## config.mk

```make
export PLATFORM = sky130hd
export DESIGN_NAME = npc_reg
export DESIGN_NICKNAME = d
export VERILOG_FILES = /design/src/rtl/npc_reg.sv
export SDC_FILE = /design/constraint.sdc
export NUM_CORES = 1
export LEC_CHECK = 0
export CORE_MARGIN = 1.5
export CORE_UTILIZATION = 32
export DETAILED_ROUTE_END_ITERATION = 16
export PLACE_DENSITY = 0.79
export SETUP_SLACK_MARGIN = 0.5
export SLEW_MARGIN = 20
export SYNTH_ARGS = -nofsm -noshare
export SYNTH_HDL_FRONTEND = slang
export SYNTH_SLANG_ARGS = --single-unit
```

## constraint.sdc

```tcl
create_clock -name clk -period 0.8 [get_ports clk]
set_input_delay 0.16 -clock clk [delete_from_list [all_inputs] [get_ports clk]]
set_output_delay 0.16 -clock clk [all_outputs]
set_load 0.01 [all_outputs]
```

## src/rtl/npc_reg.sv

```systemverilog
// npc_reg -- next-PC register with optional single-level interrupt support.
//
// Selects the next PC from pc4/bpc/ra/jpc, forces word alignment and
// registers it. With the NPC_INTR_EN macro defined, a two-state RUN/HANDLER
// machine adds interrupt entry (save resume PC in epc, jump to EXC_VECTOR,
// one-cycle inta pulse) and eret return. Without the macro, intr and eret are
// ignored and epc/ie/inta are tied to zero; the port list is identical.
module npc_reg #(
    parameter logic [31:0] RESET_PC   = 32'h0000_0000,
    parameter logic [31:0] EXC_VECTOR = 32'h0000_0008
) (
    input  logic        clk,
    input  logic        clrn,
    input  logic [31:0] pc4,
    input  logic [31:0] bpc,
    input  logic [31:0] ra,
    input  logic [31:0] jpc,
    input  logic [1:0]  pcsource,
    input  logic        stall,
    input  logic        intr,
    input  logic        eret,
    output logic [31:0] pc,
    output logic [31:0] epc,
    output logic        ie,
    output logic        inta
);

    logic [31:0] nsel;
    logic [31:0] nsel_aligned;
    logic [31:0] pc_q;
    logic [31:0] pc_d;

    // Next-PC source mux; purely combinational, only ever feeds registers.
    always_comb begin
        nsel = pc4;
        case (pcsource)
            2'b00:   nsel = pc4;
            2'b01:   nsel = bpc;
            2'b10:   nsel = ra;
            default: nsel = jpc;
        endcase
    end

    // Instructions are word aligned, so the low two bits are always dropped.
    assign nsel_aligned = {nsel[31:2], 2'b00};

`ifdef NPC_INTR_EN
    localparam logic [0:0] ST_RUN     = 1'b0;
    localparam logic [0:0] ST_HANDLER = 1'b1;

    logic [0:0]  state_q;
    logic [0:0]  state_d;
    logic [31:0] epc_q;
    logic [31:0] epc_d;
    logic        ie_q;
    logic        ie_d;
    logic        inta_q;
    logic        inta_d;
    logic        unused_bits;

    assign unused_bits = ^nsel[1:0];

    // Per-edge decision: stall beats interrupt entry, which beats eret,
    // which beats the ordinary sequential/branch/jump update.
    always_comb begin
        state_d = state_q;
        epc_d   = epc_q;
        ie_d    = ie_q;
        pc_d    = pc_q;
        inta_d  = 1'b0;
        if (!stall) begin
            if (state_q == ST_RUN && intr && ie_q) begin
                epc_d   = nsel_aligned;
                pc_d    = EXC_VECTOR;
                ie_d    = 1'b0;
                state_d = ST_HANDLER;
                inta_d  = 1'b1;
            end else if (state_q == ST_HANDLER && eret) begin
                pc_d    = epc_q;
                ie_d    = 1'b1;
                state_d = ST_RUN;
            end else begin
                pc_d    = nsel_aligned;
            end
        end
    end

    // State registers; reset abandons any handler or stall in progress.
    always_ff @(posedge clk or negedge clrn) begin
        if (!clrn) begin
            pc_q    <= RESET_PC;
            epc_q   <= 32'h0000_0000;
            ie_q    <= 1'b1;
            inta_q  <= 1'b0;
            state_q <= ST_RUN;
        end else begin
            pc_q    <= pc_d;
            epc_q   <= epc_d;
            ie_q    <= ie_d;
            inta_q  <= inta_d;
            state_q <= state_d;
        end
    end

    assign epc  = epc_q;
    assign ie   = ie_q;
    assign inta = inta_q;
`else
    logic unused_bits;

    // Interrupt inputs have no effect in this build.
    assign unused_bits = ^{intr, eret, nsel[1:0]};

    // Plain PC update: hold on stall, otherwise take the aligned selection.
    always_comb begin
        pc_d = pc_q;
        if (!stall) begin
            pc_d = nsel_aligned;
        end
    end

    // PC register.
    always_ff @(posedge clk or negedge clrn) begin
        if (!clrn) begin
            pc_q <= RESET_PC;
        end else begin
            pc_q <= pc_d;
        end
    end

    assign epc  = 32'h0000_0000;
    assign ie   = 1'b0;
    assign inta = 1'b0;
`endif

    assign pc = pc_q;

endmodule

```

==> metrics.txt <==
H-tree levels 2; Pleak ~0.0022 µW; vias in the first global route ~2,600; crit-path max FO 2; cell family with the largest share of critical-path delay flip-flops; Synth Cell Area 2700 µm²; CP max-delay cell dfrtp_1; violated checks hold timing, setup timing; Max Root-Sink Buffers 2; # diodes 0; I/O pin count ~200; Synth warnings 0; WS Path Type flip-flop to output pin; final antenna-violating net count 0; final period utilization 120%; reg2reg end pc[6]; Mapped Cells roughly 240; wirelength, routed between 8 and 9 mm; Period minus WS final 0.964 ns; initial DRC count 23; WP data arrival approximately 0.8 ns; Peak VDD IR about 0.53 mV; FMAX 1.04 GHz; Crit path largest cell delay roughly 0.40 ns; final core area utilization between 50% and 60%; Nets 571; commonest non-fill, non-tap cell in the layout clkdlybuf4s50_1; CTS Buf Count 5; RD Place Congestion about 0.7; max-cap viol count 0; Synth Register Bits 30; most frequent cells in the layout clkdlybuf4s50_1 (105), conb_1 (36), buf_4 (32); critical path buffer and inverter count 1; pwr/cell area about 1100 nW/µm²; root buffer cell clkbuf_8; # port buffers 154; CP endpoint kind output pin; Via density ~4.5; FILL cells between 600 and 700; row cnt 33; RSZ-0062 raised after global routing yes; R2R Path Start pc[6]; DRC Markers 0; outcome finished with violations; initial antenna violation count 0; count of clock tree sinks 30; final setup vio count 54; Die X ~95 µm; Hold Vio Cnt, Final 30; GRT overflow 0; die area 9010 µm²; CORE AREA slightly above 8000 µm²; R2R Setup Slk -0.12 ns; Critical Path RT ~0.64 ns; clk_lat worst skew roughly 0.27 ns; hold_ws -0.170 ns; Seq/Total Area, Yosys ~28%; drt pass-1 iters 5; Worst setup endpoint pc[6]; HPWL Detailed 5.51 mm; first-pass GRT wire length between 10 and 15 mm; critical path cell sequence buf_6; Yosys cell types 16; placed cell count just over 500; largest net degree at the start of global routing 31; wire per inst ~16 µm; chip height about 95 µm; CTS tree built; Startpoint Class flip-flop; Syn-to-layout area delta 81.1%; clk slew on worst S/H paths 0.06 ns; HP Class primary input to asynchronous set/reset pin; Critical Path Source pc[6]; ratio of cells with drive above 1 in the final layout ~44%; max reg flops 30; CP Depth 1; clock skew 0 ns; R2R cell count 4; Avg Inst Size Synth around 11 µm²; vias between 2,000 and 2,500; Slew Viols, Final 0; Finished Layout Cells 541; initial core utilization about a third; Final WS setup -0.164 ns; GRT Total Usage a little under a fifth
[report_power, final]
| part | internal [µW] | switching [µW] | total, µW |
|---|---|---|---|
| logic | 1590 | 1050 | 2640 |
| registers | 1710 | 116 | 1830 |
| clock network | 598 | 534 | 1130 |
[cell families (layout without fill, tap and decap cells)]
family	Yosys count	in the layout	share of synthesized area, %
simple gates	32	35	8.19
mux	30	30	11.1
buf+inv	85	245	22.3
flops	30	30	27.8
other cells	1	36	0.139
compound gates	60	60	30.5
[repair_timing]
item / 4_1_cts / 5_1_grt
resized for setup: 170 / 53
hold endpoints to repair: 30 / 30
buffers inserted: 12 / 10
pin swaps: 26 / 21
endpoints found under the setup margin: 60 / 60
cloned: 9 / 0
[synth_stat cells]
master	number	area share, %
buf_12	4	3.0
buf_8	3	1.7
and2b_4	3	1.1
and2b_1	6	1.7
buf_4	36	10
clkbuf_1	3	0.42
buf_2	3	0.56
inv_1	30	4.2
or2_4	1	0.32
dfrtp_1	30	28
conb_1	1	0.14
a221oi_2	30	17
mux2i_1	30	11
nor2b_1	22	5.1
buf_6	6	2.5
a211oi_2	30	14
[how the worst min path moves through the flow]
stage	startpoint	end	slack, ns	cells after the start
6_report	clrn	pc[30]	-0.17	2
5_1_grt	clrn	pc[14]	-0.17	2
4_1_cts	clrn	pc[29]	-0.17	2
3_5_place_dp	clrn	pc[30]	0.13	2
3_3_place_gp	clrn	pc[30]	0.12	2
2_1_floorplan	clrn	pc[10]	-0.14	0
[final cells by class]
class,instances,area [µm²],share of cell area (%)
Clock buffer,7,76.3,1.56
Inverter,30,113,2.30
Multi-Input combinational cell,161,1650,33.8
Sequential cell,30,751,15.3
Tap cell,105,131,2.68
Timing Repair Buffer,208,2170,44.4
[metal layers]
| layer | track usage, % | part of all wire [%] |
|---|---|---|
| met1 | 19.7 | 38 |
| met2 | 34.9 | 53 |
| met3 | 5.15 | 7.1 |
| met4 | 6.22 | 1.8 |
| met5 | 0 | 0 |
[stage by stage]
stage / area, µm² / setup TNS (ns) / worst slack [ns] / power [µW]
after floorplan: 2840 / -4.15 / -0.154 / 3000
after global placement: 4280 / -27.21 / -0.700 / 4060
after detailed placement: 4280 / -28.73 / -0.761 / 4110
after CTS: 4590 / -5.44 / -0.179 / 5410
after global routing: 4900 / -6.93 / -0.203 / 5940
final: 4900 / -5.16 / -0.164 / 5600
Power figures use the tool's default switching activity.
